`config.mk`:
```
export PLATFORM = sky130hd
export DESIGN_NAME = net_stream_adapter
export DESIGN_NICKNAME = d
export VERILOG_FILES = /design/src/rtl/net_io_pkg.sv /design/src/rtl/frame_fifo.sv /design/src/rtl/net_stream_adapter.sv
export SDC_FILE = /design/constraint.sdc
export NUM_CORES = 1
export LEC_CHECK = 0
export CAP_MARGIN = 10
export CORE_UTILIZATION = 53
export CTS_BUF_LIST = sky130_fd_sc_hd__clkbuf_8
export DETAILED_ROUTE_END_ITERATION = 12
export PLACE_DENSITY = 0.83
export SLEW_MARGIN = 20
export SYNTH_ARGS = -nofsm -noshare
export SYNTH_HDL_FRONTEND = slang
export SYNTH_SLANG_ARGS = --single-unit
```
`constraint.sdc`:
```
create_clock -name clk -period 3.95 [get_ports clk]
set_input_delay 0.395 -clock clk [delete_from_list [all_inputs] [get_ports clk]]
set_output_delay 0.395 -clock clk [all_outputs]
set_load 0.01 [all_outputs]
```
`src/rtl/net_io_pkg.sv`:
```
// Shared types for the network stream adapter: channel count, frame type and
// serializer state encoding.
package net_io_pkg;

  localparam int NUM_CH   = 4;
  localparam int CH_IDX_W = 2;
  localparam int DATA_W   = 16;

  localparam logic [CH_IDX_W-1:0] LAST_CH = CH_IDX_W'(NUM_CH - 1);

  typedef logic signed [DATA_W-1:0] frame_t [0:NUM_CH-1];

  typedef enum logic {
    IDLE = 1'b0,
    SEND = 1'b1
  } ser_state_e;

endpackage

```
`src/rtl/frame_fifo.sv`:
```
// Synchronous FIFO of NUM_CH-channel result frames. Pointers carry an extra
// wrap bit so full and empty are distinguished without a separate counter.
module frame_fifo
  import net_io_pkg::*;
#(
  parameter int W     = 16,
  parameter int DEPTH = 4
) (
  input  logic                clk,
  input  logic                rst,
  input  logic                push_i,
  input  logic signed [W-1:0] push_data_i [0:NUM_CH-1],
  input  logic                pop_i,
  output logic signed [W-1:0] pop_data_o [0:NUM_CH-1],
  output logic                full_o,
  output logic                empty_o
);

  localparam int AW = $clog2(DEPTH);
  localparam logic [AW:0] PTR_ONE = (AW+1)'(1);

  logic signed [W-1:0] mem_q [0:DEPTH-1][0:NUM_CH-1];
  logic [AW:0] wptr_q, wptr_d;
  logic [AW:0] rptr_q, rptr_d;
  logic        push_ok, pop_ok;

  assign empty_o = (wptr_q == rptr_q);
  assign full_o  = (wptr_q[AW] != rptr_q[AW]) && (wptr_q[AW-1:0] == rptr_q[AW-1:0]);
  assign push_ok = push_i && !full_o;
  assign pop_ok  = pop_i && !empty_o;
  assign wptr_d  = push_ok ? wptr_q + PTR_ONE : wptr_q;
  assign rptr_d  = pop_ok  ? rptr_q + PTR_ONE : rptr_q;

  always_ff @(posedge clk or posedge rst) begin
    if (rst) begin
      wptr_q <= '0;
      rptr_q <= '0;
    end else begin
      wptr_q <= wptr_d;
      rptr_q <= rptr_d;
    end
  end

  // Storage carries no reset; validity is tracked purely by the pointers.
  always_ff @(posedge clk) begin
    if (push_ok) begin
      for (int c = 0; c < NUM_CH; c++) begin
        mem_q[wptr_q[AW-1:0]][c] <= push_data_i[c];
      end
    end
  end

  always_comb begin
    for (int c = 0; c < NUM_CH; c++) begin
      pop_data_o[c] = mem_q[rptr_q[AW-1:0]][c];
    end
  end

endmodule

```
`src/rtl/net_stream_adapter.sv`:
```
// Stream front/back end for the network core: holds the core's input sample and
// serializes 4-channel result frames. Define NET_ADAPTER_UNDERRUN_ZERO_EN to load 0 on underrun.
module net_stream_adapter
  import net_io_pkg::*;
#(
  parameter int W           = 16,
  parameter int FRAME_DEPTH = 4,
  parameter int CNT_W       = 16
) (
  input  logic                clk,
  input  logic                rst,
  input  logic signed [W-1:0] s_data,
  input  logic                s_valid,
  output logic                s_ready,
  output logic signed [W-1:0] net_inp,
  input  logic signed [W-1:0] net_out [0:NUM_CH-1],
  input  logic                net_out_v,
  output logic signed [W-1:0] m_data,
  output logic [CH_IDX_W-1:0] m_chan,
  output logic                m_last,
  output logic                m_valid,
  input  logic                m_ready,
  output logic [CNT_W-1:0]    underrun_cnt,
  output logic [CNT_W-1:0]    overflow_cnt,
  output ser_state_e          dbg_state
);

  // Handshakes: a transfer on either stream happens at a rising clk edge where
  // valid and ready are both high; m_* stays stable while m_valid && !m_ready.

  logic                pend_full_q, pend_full_d;
  logic signed [W-1:0] pend_data_q, pend_data_d;
  logic signed [W-1:0] net_inp_q, net_inp_d;
  logic [CNT_W-1:0]    underrun_cnt_q, underrun_cnt_d;
  logic [CNT_W-1:0]    overflow_cnt_q, overflow_cnt_d;

  ser_state_e          state_q, state_d;
  logic [CH_IDX_W-1:0] chan_q, chan_d;
  logic signed [W-1:0] shadow_q [0:NUM_CH-1];
  logic signed [W-1:0] shadow_d [0:NUM_CH-1];

  logic                fifo_pop, fifo_full, fifo_empty;
  logic signed [W-1:0] fifo_rd [0:NUM_CH-1];

  frame_fifo #(
    .W     (W),
    .DEPTH (FRAME_DEPTH)
  ) u_frame_fifo (
    .clk         (clk),
    .rst         (rst),
    .push_i      (net_out_v),
    .push_data_i (net_out),
    .pop_i       (fifo_pop),
    .pop_data_o  (fifo_rd),
    .full_o      (fifo_full),
    .empty_o     (fifo_empty)
  );

  // Input side: a frame-done pulse takes the pending sample first, else a
  // sample offered in the same cycle passes straight through.
  always_comb begin
    pend_full_d    = pend_full_q;
    pend_data_d    = pend_data_q;
    net_inp_d      = net_inp_q;
    underrun_cnt_d = underrun_cnt_q;
    if (net_out_v) begin
      if (pend_full_q) begin
        net_inp_d   = pend_data_q;
        pend_full_d = 1'b0;
      end else if (s_valid) begin
        net_inp_d = s_data;
      end else begin
`ifdef NET_ADAPTER_UNDERRUN_ZERO_EN
        net_inp_d = '0;
`else
        net_inp_d = net_inp_q;
`endif
        if (underrun_cnt_q != '1) underrun_cnt_d = underrun_cnt_q + CNT_W'(1);
      end
    end else if (s_valid && !pend_full_q) begin
      pend_full_d = 1'b1;
      pend_data_d = s_data;
    end
  end

  // Fullness is judged before any pop in the same cycle.
  always_comb begin
    overflow_cnt_d = overflow_cnt_q;
    if (net_out_v && fifo_full && (overflow_cnt_q != '1)) begin
      overflow_cnt_d = overflow_cnt_q + CNT_W'(1);
    end
  end

  always_comb begin
    state_d  = state_q;
    chan_d   = chan_q;
    shadow_d = shadow_q;
    fifo_pop = 1'b0;
    case (state_q)
      IDLE: begin
        if (!fifo_empty) begin
          fifo_pop = 1'b1;
          shadow_d = fifo_rd;
          chan_d   = '0;
          state_d  = SEND;
        end
      end
      SEND: begin
        if (m_ready) begin
          if (chan_q != LAST_CH) begin
            chan_d = chan_q + CH_IDX_W'(1);
          end else if (!fifo_empty) begin
            fifo_pop = 1'b1;
            shadow_d = fifo_rd;
            chan_d   = '0;
          end else begin
            chan_d  = '0;
            state_d = IDLE;
          end
        end
      end
      default: state_d = IDLE;
    endcase
  end

  always_ff @(posedge clk or posedge rst) begin
    if (rst) begin
      pend_full_q    <= 1'b0;
      pend_data_q    <= '0;
      net_inp_q      <= '0;
      underrun_cnt_q <= '0;
      overflow_cnt_q <= '0;
      state_q        <= IDLE;
      chan_q         <= '0;
      for (int c = 0; c < NUM_CH; c++) shadow_q[c] <= '0;
    end else begin
      pend_full_q    <= pend_full_d;
      pend_data_q    <= pend_data_d;
      net_inp_q      <= net_inp_d;
      underrun_cnt_q <= underrun_cnt_d;
      overflow_cnt_q <= overflow_cnt_d;
      state_q        <= state_d;
      chan_q         <= chan_d;
      for (int c = 0; c < NUM_CH; c++) shadow_q[c] <= shadow_d[c];
    end
  end

  assign s_ready      = !pend_full_q;
  assign net_inp      = net_inp_q;
  assign m_valid      = (state_q == SEND);
  assign m_data       = m_valid ? shadow_q[chan_q] : '0;
  assign m_chan       = m_valid ? chan_q : '0;
  assign m_last       = m_valid && (chan_q == LAST_CH);
  assign underrun_cnt = underrun_cnt_q;
  assign overflow_cnt = overflow_cnt_q;
  assign dbg_state    = state_q;

endmodule

```
# == Yosys cells after proc, flatten, opt, wreduce, memory -nomap -nowiden ==
# Memory sizes are Yosys's and may differ from the RTL's.
# Cells that the tools add are included.
# classes
n_lt_le_gt_ge,1
mux,26
bitwise,5
addsub,5
n_reduce_logical,17
n_eq_ne,10
# ops
op,n
$mux W64,3
$pmux W64 S2,1
$mux W16,5
$add A16 B1 Y16 const B,2
$bmux W16 S2,1
$ne A16 B16 Y1 const B,2
$mux W1,9
$mux W2,4
$ne A2 B2 Y1 const B,4
$reduce_and A2 Y1,4
$logic_and A1 B1 Y1,7
$add A3 B1 Y3 const B,2
$not A1 Y1,4
$pmux W1 S2,2
$pmux W2 S2,1
$reduce_and A4 Y1,1
$reduce_bool A2 Y1,2
$eq A3 B3 Y1,1
$ge A3 B3 Y1 const B,1
$logic_not A1 Y1,3
$not A2 Y3,1
$add A2 B1 Y2 const B,1
$eq A2 B2 Y1,1
$eq A2 B2 Y1 const B,1
$ne A1 B1 Y1,1
# word_totals
output_inout_bits,70
wordCells,78
ff_bits,138
memories,1
inputBits,85
ramBits,256
# mem_list
memory,words,width,read_ports,rd_ports_with_merged_regs,wr,line_no,source
u_frame_fifo.mem_q,4,64,1,0,1,frame_fifo.sv:22,logic signed [W-1:0] mem_q [0:DEPTH-1][0:NUM_CH-1];

# == Longest topological paths before layout ==
# Gate-level depths: netlist (run 1).
# depth
ltp_word,6
ltp_mapped,6
mapped_depth_nobuf,5

# == Modules after synthesis ==
# From an unflattened synthesis (run 1), not the netlist that was laid out.
# hier_totals
hier_cells,826
hier_area_um2,15685.0
# modules_own_cells
module,area_per_inst_um2,instances,cells_per_inst,seq_area_each_um2
frame_fifo,9776.9,1,385,7837.5
net_stream_adapter,5908.2,1,441,3303.2

# == Worst setup path after synthesis (run 1) ==
# Ideal clock, no wire load.
# synth_timing
path_type,flip-flop to flip-flop
startpoint,register u_frame_fifo.wptr_q[1]
endpoint,memory u_frame_fifo.mem_q[3][0] (netlist name) (enable)
setup_time_ns,0.430
n_path_buf,0
setup_slack_ns,0.937
t_required_ns,3.520
path_stages_with_launch,4
arrival_time_ns,2.583
period_less_slack_ns,3.013
path_cell_list,dfrtp_1 xnor2_2 a31oi_1 and2_1
# synth_between
elab_chain_cells,6
# synth_rtl
item,line_no,source
start: declaration,frame_fifo.sv:23,"logic [AW:0] wptr_q, wptr_d;"
start signal: assignment,frame_fifo.sv:39,wptr_q <= wptr_d;
$eq A2 B2 Y1,frame_fifo.sv:28,assign full_o = (wptr_q[AW] != rptr_q[AW]) && (wptr_q[AW-1:0] == rptr_q[AW-1:0]);
$logic_and A1 B1 Y1,frame_fifo.sv:28,
$logic_not A1 Y1,frame_fifo.sv:29,assign push_ok = push_i && !full_o;
$logic_and A1 B1 Y1,frame_fifo.sv:29,
$mux W1,frame_fifo.sv:46,if (push_ok) begin
$mux W1 (implied by the code),frame_fifo.sv:48,mem_q[wptr_q[AW-1:0]][c] <= push_data_i[c];
end: declaration,frame_fifo.sv:22,
# Several ways; a longest one is shown, not always the timed one.

# == Final worst setup path (run 1) ==
# layout_timing
startpoint,register chan_q[0]
endpoint,output m_data[10]
# layout_between
elab_chain_cells,5
# layout_rtl
item,line_no,source
start: declaration,net_stream_adapter.sv:38,"logic [CH_IDX_W-1:0] chan_q, chan_d;"
start signal: assignment,net_stream_adapter.sv:143,chan_q <= chan_d;
$not A2 Y3 (implied by the code),net_stream_adapter.sv:151,assign m_data = m_valid ? shadow_q[chan_q] : '0;
$bmux W16 S2,net_stream_adapter.sv:151,
$mux W16 (implied by the code) (2 in series),net_stream_adapter.sv:151,
$mux W16,net_stream_adapter.sv:151,
end: declaration,net_stream_adapter.sv:18,"output logic signed [W-1:0] m_data,"
# No other way between the ends. The select of a mux whose other input is x is not followed.

==> results of run 1 <==
area by class of cell:
class	count	area, sq um
flip-flops and latches	394	11100
multi-input cells	374	4240
repair buffers	169	1730
clock inverters	38	213
well taps	384	480
clock buffers	72	991
inverters	5	22.5
fillers	1915	9960
sequential cells by signal, summed over array words and instances, names as in the netlist:
register,count
u_frame_fifo.wptr_q,3
dbg_state,1
pend_data_q,16
u_frame_fifo.mem_q,256
pend_full_q,1
chan_q,2
overflow_cnt,16
underrun_cnt,16
net_inp,16
u_frame_fifo.rptr_q,3
shadow_q,64
cell usage after synthesis, types with 2 or more instances:
cell,instances,area share [%]
sky130_fd_sc_hd__a21oi_1,2,0.064
sky130_fd_sc_hd__and2_1,25,1.0
sky130_fd_sc_hd__and3_1,4,0.16
sky130_fd_sc_hd__and4_1,5,0.28
sky130_fd_sc_hd__buf_1,3,0.072
sky130_fd_sc_hd__buf_2,16,0.51
sky130_fd_sc_hd__buf_4,7,0.34
sky130_fd_sc_hd__clkbuf_1,10,0.24
sky130_fd_sc_hd__dfrtp_1,138,22
sky130_fd_sc_hd__edfxtp_1,256,49
sky130_fd_sc_hd__ha_1,8,0.64
sky130_fd_sc_hd__inv_1,5,0.12
sky130_fd_sc_hd__mux2_1,11,0.80
sky130_fd_sc_hd__mux2_2,73,5.3
sky130_fd_sc_hd__mux2i_1,16,1.0
sky130_fd_sc_hd__mux4_2,80,12
sky130_fd_sc_hd__nand2_1,33,0.80
sky130_fd_sc_hd__nand3_1,8,0.26
sky130_fd_sc_hd__nand4_1,11,0.44
sky130_fd_sc_hd__nor2_1,8,0.19
sky130_fd_sc_hd__nor3_1,9,0.29
sky130_fd_sc_hd__nor3b_1,2,0.096
sky130_fd_sc_hd__nor4_1,6,0.24
sky130_fd_sc_hd__nor4_4,2,0.27
sky130_fd_sc_hd__nor4b_1,2,0.11
sky130_fd_sc_hd__o2111ai_1,2,0.11
sky130_fd_sc_hd__o21ai_0,20,0.64
sky130_fd_sc_hd__xnor2_1,11,0.62
sky130_fd_sc_hd__xnor2_2,2,0.21
sky130_fd_sc_hd__xor2_1,22,1.2
metal layers:
| layer | global-route usage [%] | vias to the layer above | wire length (um) |
|---|---|---|---|
| met4 | 6.27 | 0 | 699 |
| met2 | 34.1 | 296 | 15100 |
| met1 | 29.7 | 4245 | 12900 |
| li1 | - | 3587 | - |
| met3 | 3.95 | 51 | 1980 |
| met5 | 0 | - | 0 |
cells in the final DEF (no fill, tap or decap), types with 2 or more instances in the layout:
cell type and count:
sky130_fd_sc_hd__nor3_1 9, sky130_fd_sc_hd__nand3_1 8, sky130_fd_sc_hd__clkinvlp_4 2, sky130_fd_sc_hd__and3_1 4
sky130_fd_sc_hd__edfxtp_1 256, sky130_fd_sc_hd__nor3b_1 2, sky130_fd_sc_hd__inv_1 18, sky130_fd_sc_hd__nand2_1 33
sky130_fd_sc_hd__mux2i_1 16, sky130_fd_sc_hd__nor4b_1 2, sky130_fd_sc_hd__mux2_2 73, sky130_fd_sc_hd__clkinv_2 12
sky130_fd_sc_hd__ha_1 8, sky130_fd_sc_hd__o21ai_0 19, sky130_fd_sc_hd__mux2_1 11, sky130_fd_sc_hd__clkdlybuf4s50_1 154
sky130_fd_sc_hd__nor4_4 2, sky130_fd_sc_hd__xnor2_1 11, sky130_fd_sc_hd__buf_4 9, sky130_fd_sc_hd__mux4_2 80
sky130_fd_sc_hd__o2111ai_1 2, sky130_fd_sc_hd__and2_1 21, sky130_fd_sc_hd__and2_2 4, sky130_fd_sc_hd__clkinv_1 7
sky130_fd_sc_hd__and4_1 5, sky130_fd_sc_hd__xor2_1 22, sky130_fd_sc_hd__xnor2_2 2, sky130_fd_sc_hd__nor2_1 8
sky130_fd_sc_hd__nand4_1 11, sky130_fd_sc_hd__a21oi_1 2, sky130_fd_sc_hd__dfrtp_1 136, sky130_fd_sc_hd__nor4_1 5
sky130_fd_sc_hd__clkbuf_8 72, sky130_fd_sc_hd__buf_12 6
where the power goes:
| group | switching [mW] | internal, mW |
|---|---|---|
| registers | 0.620 | 5.56 |
| clock network | 1.55 | 1.73 |
| logic | 1.81 | 2.24 |
| total | 3.98 | 9.53 |
worst min-delay path by stage:
stage                              from                            to  cells after the start  slack (ns)
2_1_floorplan  shadow_q[16]$_DFFE_PP0P_      shadow_q[16]$_DFFE_PP0P_                      1        0.45
3_3_place_gp    net_inp[12]$_DFFE_PP0P_       net_inp[12]$_DFFE_PP0P_                      2        0.46
3_5_place_dp     net_inp[5]$_DFFE_PP0P_        net_inp[5]$_DFFE_PP0P_                      2        0.47
4_1_cts                             rst   overflow_cnt[2]$_DFFE_PP0P_                      2        0.19
5_1_grt                             rst   overflow_cnt[1]$_DFFE_PP0P_                      2        0.25
6_report                            rst  underrun_cnt[14]$_DFFE_PP0P_                      2        0.21
worst register-to-register path, delay by kind of cell (launching register included):
kind / cells / cell delay [ns]
mux: 1 / 0.48
buf+inv: 1 / 0.34
flops: 1 / 0.99
simple gates: 1 / 0.13
compound gates: 1 / 0.20
fa+ha+maj: 1 / 0.38
cell families (layout without fill, tap and decap cells):
family | count (synthesis) | after routing | synth area share (%)
adders and majority gates | 8 | 8 | 0.643
DFF | 394 | 394 | 71.5
muxes | 180 | 180 | 18.7
and+or+nand+nor | 119 | 119 | 4.38
AOI/OAI and AO/OA | 31 | 31 | 1.24
buffers and inverters | 42 | 284 | 1.36
xor gates and xnor gates | 36 | 36 | 2.17
stage by stage:
step | setup WS (ns) | cell area (sq um) | instances | utilization [%] | power (mW)
after CTS | 0.500 | 18800 | 1436 | 65.4 | 13.7
after global placement | 1.21 | 17600 | 1326 | 61.2 | 10.2
after detailed placement | 1.17 | 17600 | 1326 | 61.2 | 10.4
after floorplan | 0.937 | 15600 | 810 | - | 8.77
final | 0.619 | 18800 | 1436 | 65.4 | 13.5
after global routing | 0.441 | 18800 | 1436 | 65.4 | 14.2
==> out/summary.md, run 1 <==
The logs give 28800 sq um for the core footprint and 43 for the count of unique library cells instantiated by Yosys. The worst setup path is captured at a primary output. Floorplan row count: 62. Counting I/O delays and the setup requirement, the final critical path takes 3.33 ns.

The startpoint identified for the worst register-to-register timing path is chan_q[1]$_DFFE_PP0P_. The run gives 0.791 as the weighted congestion reported at the end of routability-driven placement. Number of hold violations in the final report: 0.

After detailed routing, the number of vias per cell comes to 5.70. The number of buffers inserted for hold repair after clock tree synthesis is 0. At the later pin of the worst-skew pair, clock insertion delay measures 0.61 ns. In this design, the stage delay of the slowest critical-path cell is 0.89 ns. The share of post-route cells with drive strength above 1 works out to 25.9%. Max-cap violations in this run came to 0. The number of nets in the synthesized netlist is 903. The flow ran to the end, and the final reports show no timing, DRC or antenna violations.

Headroom to the max-slew limit came out at 28.4%. The via count of the first global-routing pass was 8506. The effective utilization at floorplan was 54.1%; the count of state elements after synthesis was 394.

The clock arrives with 0.0287 ns of skew. Buffers added to address setup during post-CTS repair amount to 0. The routed layout has 8179 vias. Entering global routing, the biggest net connects 115 pins. The first global-routing pass estimated 48500 um of wire. In the final routed layout, each cell accounts on average for 21.4 um. The longest clock path from root to sink contains 3 buffers. Setup repair after global routing left no endpoint under its margin.

The min-delay analysis places its worst path in the category in2async. STA classifies the critical path startpoint as a flop. The run gives 1096 as the net count reported at finish.

Counting buffers and inverters, the worst setup path is 4 cells deep. The static leakage power was 6.87 nW; the synthesis-to-finish area growth was 20.9%. The number of gates resized after CTS came out at 0. Timing would allow up to 300 MHz.

CTS built an H-tree with a depth of 2. For the largest vdd supply drop, the log shows 501 uV. The power per cell area is 718 nW/um^2. The initial DRC count was 729.

The die is 173 um tall. Across all hold checks on the routed design, the worst slack comes to 0.212 ns. TritonCTS built the clock tree. The tree is rooted in a sky130_fd_sc_hd__clkbuf_8.

The tools report the count of final setup violators as 0. The run gives 0 as the initial antenna violation count. The clock-pin slew reported for the worst setup and hold paths after clock tree synthesis is 0.06 ns.

The number of cells on the worst reg-to-reg path was 5. For this run, the register share of the synthesized area comes to 71.5%. The tools report the reg-to-reg endpoint as shadow_q[50]$_DFFE_PP0P_. After detailed routing, the number of remaining DRC violations is 0. The logs give 0 for the remaining global-route overflow and 0 for the remaining number of nets flagged by the antenna check after routing. The final critical path takes up 84.3% of the cycle. The mean post-synth cell area works out to 19.2 sq um. The tools report the clock buffer count from CTS as 59. Synthesis handed over a netlist of 810 instances. The worst setup path is of the reg2out kind. The antenna diode count came out at 0.

Total of warnings raised by yosys: 0. The number of ports placed on the die boundary was 155; the count of port buffers added during placement was 154. The final sum of negative setup slack is 0 ns, and the actual transition at the worst max-transition pin is 1.07 ns. The floorplan step defined a die boundary enclosing 30100 sq um.

Critical-path cell with the highest stage delay: sky130_fd_sc_hd__dfrtp_1. Summed over all nets, the half-perimeter wirelength after detailed placement is 18800 um. The post-synth design cell area is 15600 sq um, and the slack of the worst reg-to-reg path is 1.31 ns. The count of flip-flops with a built-in enable after synthesis is 256.

Among all flip-flop cells after synthesis, the most frequent one is sky130_fd_sc_hd__edfxtp_1. The critical path goes through buf_4, mux4_2, and2_1, clkdlybuf4s50_1. The required time at the worst-slack endpoint is 3.56 ns. The launch point of the critical path is chan_q[0]$_DFFE_PP0P_.

The destination of the critical timing path is m_data[10]. The tools report the number of max-slew violations in the final report as 0. Data on the critical path arrives at its endpoint at 2.94 ns. Of all flip-flops after synthesis, the portion carrying an async set or reset was 35.0%. For this block, the routed nets add up to 30700 um of wire. For this design, the sink count on the clock tree is 394.

The largest fanout on the critical path was 14; the number of buffer and inverter instances along the worst setup path was 2. Before antenna repair, the detailed router went through 5 iterations. The die is 173 um wide.

In the global route stage, overall resource usage came out at 21.1%. The category of cells accounting for the largest share of critical-path delay is flip-flops.
Power figures use the tool's default switching activity.
==> run 2, diff against run 1 <==
- clock period: 3.95 -> 2.9 ns (I/O delays scaled with it)
==> run 2 against run 1 <==
Net effect: first-iteration DRC count down 21%; final cell count rose by 0.77%; sequential share of layout area shrank 0.11 points; die area did not move; clock skew fell by 0.0013 ns; wire length fell by 2.3%; critical path depth stayed put; count of clock-buffer cells in the layout unchanged; critical path type unchanged; largest power group unchanged; highest routed layer unchanged.
==> out/summary.md, run 2 (synthesis gave the netlist of run 1 again) <==
In the layout the commonest cells are sky130_fd_sc_hd__edfxtp_1 (256), sky130_fd_sc_hd__clkdlybuf4s50_1 (154), sky130_fd_sc_hd__dfrtp_1 (135), sky130_fd_sc_hd__mux4_2 (80), sky130_fd_sc_hd__mux2_2 (73). Per report_power, the clock group accounts for 23.7% of the total. The number of ports placed on the die boundary is 155.

Leaving out fill and tap cells, the most frequent cell in the layout is sky130_fd_sc_hd__edfxtp_1. Of the total power, the share spent switching nets is 29.3%. For this run the aggregate overflow at the end of global routing stands at 0. Across the run, the number of max-cap violations was 0. Across every metal layer, demand over resource in global routing totals 20.6%. Timing-limited maximum frequency: 363 MHz.

The die outline height is 173 um. The area occupied by multi-input gates came out at 4240 sq um. The run gives 1 as the number of gates resized after CTS.

The flow ran to the end, and the final reports show no timing, DRC or antenna violations. For the endpoint arrival time on the critical path, the log shows 2.47 ns. The die is 173 um wide. Setup repair after global routing left no endpoint under its margin. Once the clock tree was built, the setup fixing pass inserted 0 buffers. The clock-pin slew reported for the worst setup and hold paths after clock tree synthesis works out to 0.06 ns. The number of max-slew violations in the final report is 0.

The kind of path behind the tightest hold check is in2async. The core footprint was 28800 sq um; the largest net degree at the start of global routing was 139. The number of hold buffers added after CTS was 0.

TritonCTS built the clock tree. The net count reported at finish was 1102; the synthesis-to-finish area growth was 21.1%. In this design, the stage delay of the slowest critical-path cell is 0.59 ns.

The wire length of the first global-routing pass was 47400 um; the flip-flop count of the largest register, all copies and words added was 256. The final wirelength was 30000 um; the count of port buffers added during placement was 154. The clock passes through at most 3 buffers.

Traced cell by cell, the critical path runs through buf_6, mux4_2, and2_1, clkdlybuf4s50_1. Measured against its own limit, the worst slew margin works out to 32.4%. The count of final setup violators is 0, and the number of levels in the clock H-tree is 2.

The via count of the first global-routing pass came out at 8627. The wire length per cell is 20.7 um. The tightest hold path in the finished design has a slack of 0.312 ns. After detailed routing, the number of remaining DRC violations is 0. Once detailed placement completed, the half-perimeter wirelength came to 19000 um. Weighted congestion reported at the end of routability-driven placement: 0.764.

The actual transition at the worst max-transition pin is 1.01 ns, and the final period demand of the worst path is 2.76 ns. Clock tree synthesis inserted a total of 61 buffers. The run gives 0.341 ns as the post-placement worst setup slack. For this design the static power due to leakage is 6.89 nW.

The tools report the category of the worst setup path launch point as a flop. The tools report the root buffer selected by CTS as sky130_fd_sc_hd__clkbuf_8. The clock reaches the later pin of the worst-skew pair after 0.60 ns. In the final timing run, aggregate negative setup slack is 0 ns.

The effective utilization at floorplan is 54.1%. The overall power consumption was 18.3 mW. The area occupied by registers is 11100 sq um.

The total die area is 30100 sq um. The required time at the worst-slack endpoint is 2.61 ns. The floorplan row count is 62, and the count of fill cells added during filler insertion is 1919. Combinational cells account for 31.1% of the total power. The vias after detailed routing is 8032, and the final worst setup slack is 0.144 ns. The part of the total power dissipated in sequential elements is 45.2%. Clock tree synthesis found a total of 394 sinks. By startpoint and endpoint, the worst setup path is classified as reg2out. Of all nets on the critical path, the largest fanout is 20. The power spent charging and discharging nets was 5.37 mW; the post-route clock period utilization was 95.1%. The cell-internal power came out at 12.9 mW. The tools report the initial antenna violation count as 2.

In this run the power density over the cells is 971 nW/um^2. The slowest stage of the critical path is the sky130_fd_sc_hd__mux4_2 cell. Between clock sinks in the finished design, the worst skew comes to 0.0274 ns.

The run gives 7 as the number of iterations in the first detailed-routing pass. Of the cells placed in the final design, the portion with a size suffix greater than 1 is 25.6%. The logs give 0 for the remaining number of nets flagged by the antenna check after routing and 578 for the initial DRC count. Detail-routed via count per cell: 5.55. The worst-case IR drop observed on VDD is 568 uV. For the number of hold violations in the final report, the log shows 0. The kind of capture point of the worst setup path was a primary output.
[run 2: cell count changes in the layout (fill, tap and decap cells not counted), moves of 2 or more]
cell	delta
sky130_fd_sc_hd__inv_1	+4
sky130_fd_sc_hd__clkinv_2	-4
sky130_fd_sc_hd__diode_2	+2
sky130_fd_sc_hd__buf_4	+2
sky130_fd_sc_hd__clkinv_1	+6
[run 2: final timing paths]
| check | start | end | slack [ns] | depth (start not counted) |
|---|---|---|---|---|
| min in group clk | net_out[15] | u_frame_fifo.mem_q[2][15]$_DFFE_PP_ | 0.32 | 1 |
| max | chan_q[0]$_DFFE_PP0P_ | m_data[11] | 0.14 | 4 |
| max reg2reg | u_frame_fifo.rptr_q[0]$_DFFE_PP0P_ | u_frame_fifo.mem_q[1][29]$_DFFE_PP_ | 0.62 | 4 |
| min reg2reg | net_inp[15]$_DFFE_PP0P_ | net_inp[15]$_DFFE_PP0P_ | 0.48 | 2 |
| max in group asynchronous | rst | u_frame_fifo.rptr_q[0]$_DFFE_PP0P_ | 2.01 | 3 |
| min | rst | underrun_cnt[7]$_DFFE_PP0P_ | 0.31 | 3 |
[run 2: critical path, delay by kind of cell, from the launching register on]
kind                   cells  cell delay, ns
DFF                        1            0.34
buffers and inverters      2            0.74
muxes                      1            0.59
and+or+nand+nor            1            0.18
[run 2: metal layers]
layer  vias up  global-route usage [%]  share of wire, %
li1       3610                       -                 -
met1      4107                    27.9                42
met5         -                       0                 0
met2       268                    33.9                50
met3        47                    3.73               6.0
met4         0                    7.19               2.0
[run 2: final cells by class]
cell class	instances	area share [%]
clock buffer	72	5.25
antenna	2	0.0265
tap	384	2.55
sequential	394	59.1
timing repair buffer	173	9.41
clock inverter	43	1.04
inverter	5	0.119
multi-input combinational	374	22.5
[run 2: power by group through the flow]
stage | clock network (mW) | logic (mW) | registers [mW]
2_1_floorplan | 0 | 3.78 | 8.13
3_3_place_gp | 0 | 5.65 | 8.29
3_5_place_dp | 0 | 5.77 | 8.38
4_1_cts | 4.45 | 5.80 | 8.27
5_1_grt | 4.69 | 6.12 | 8.41
6_report | 4.34 | 5.69 | 8.27
[run 2: through the flow]
| step | instance area (sq um) | util (%) | instances |
|---|---|---|---|
| global route | 18900 | 65.5 | 1447 |
| finish | 18900 | 65.5 | 1447 |
| global placement | 17700 | 61.4 | 1330 |
| detailed placement | 17700 | 61.4 | 1330 |
| floorplan | 15600 | - | 810 |
| CTS | 18900 | 65.5 | 1445 |
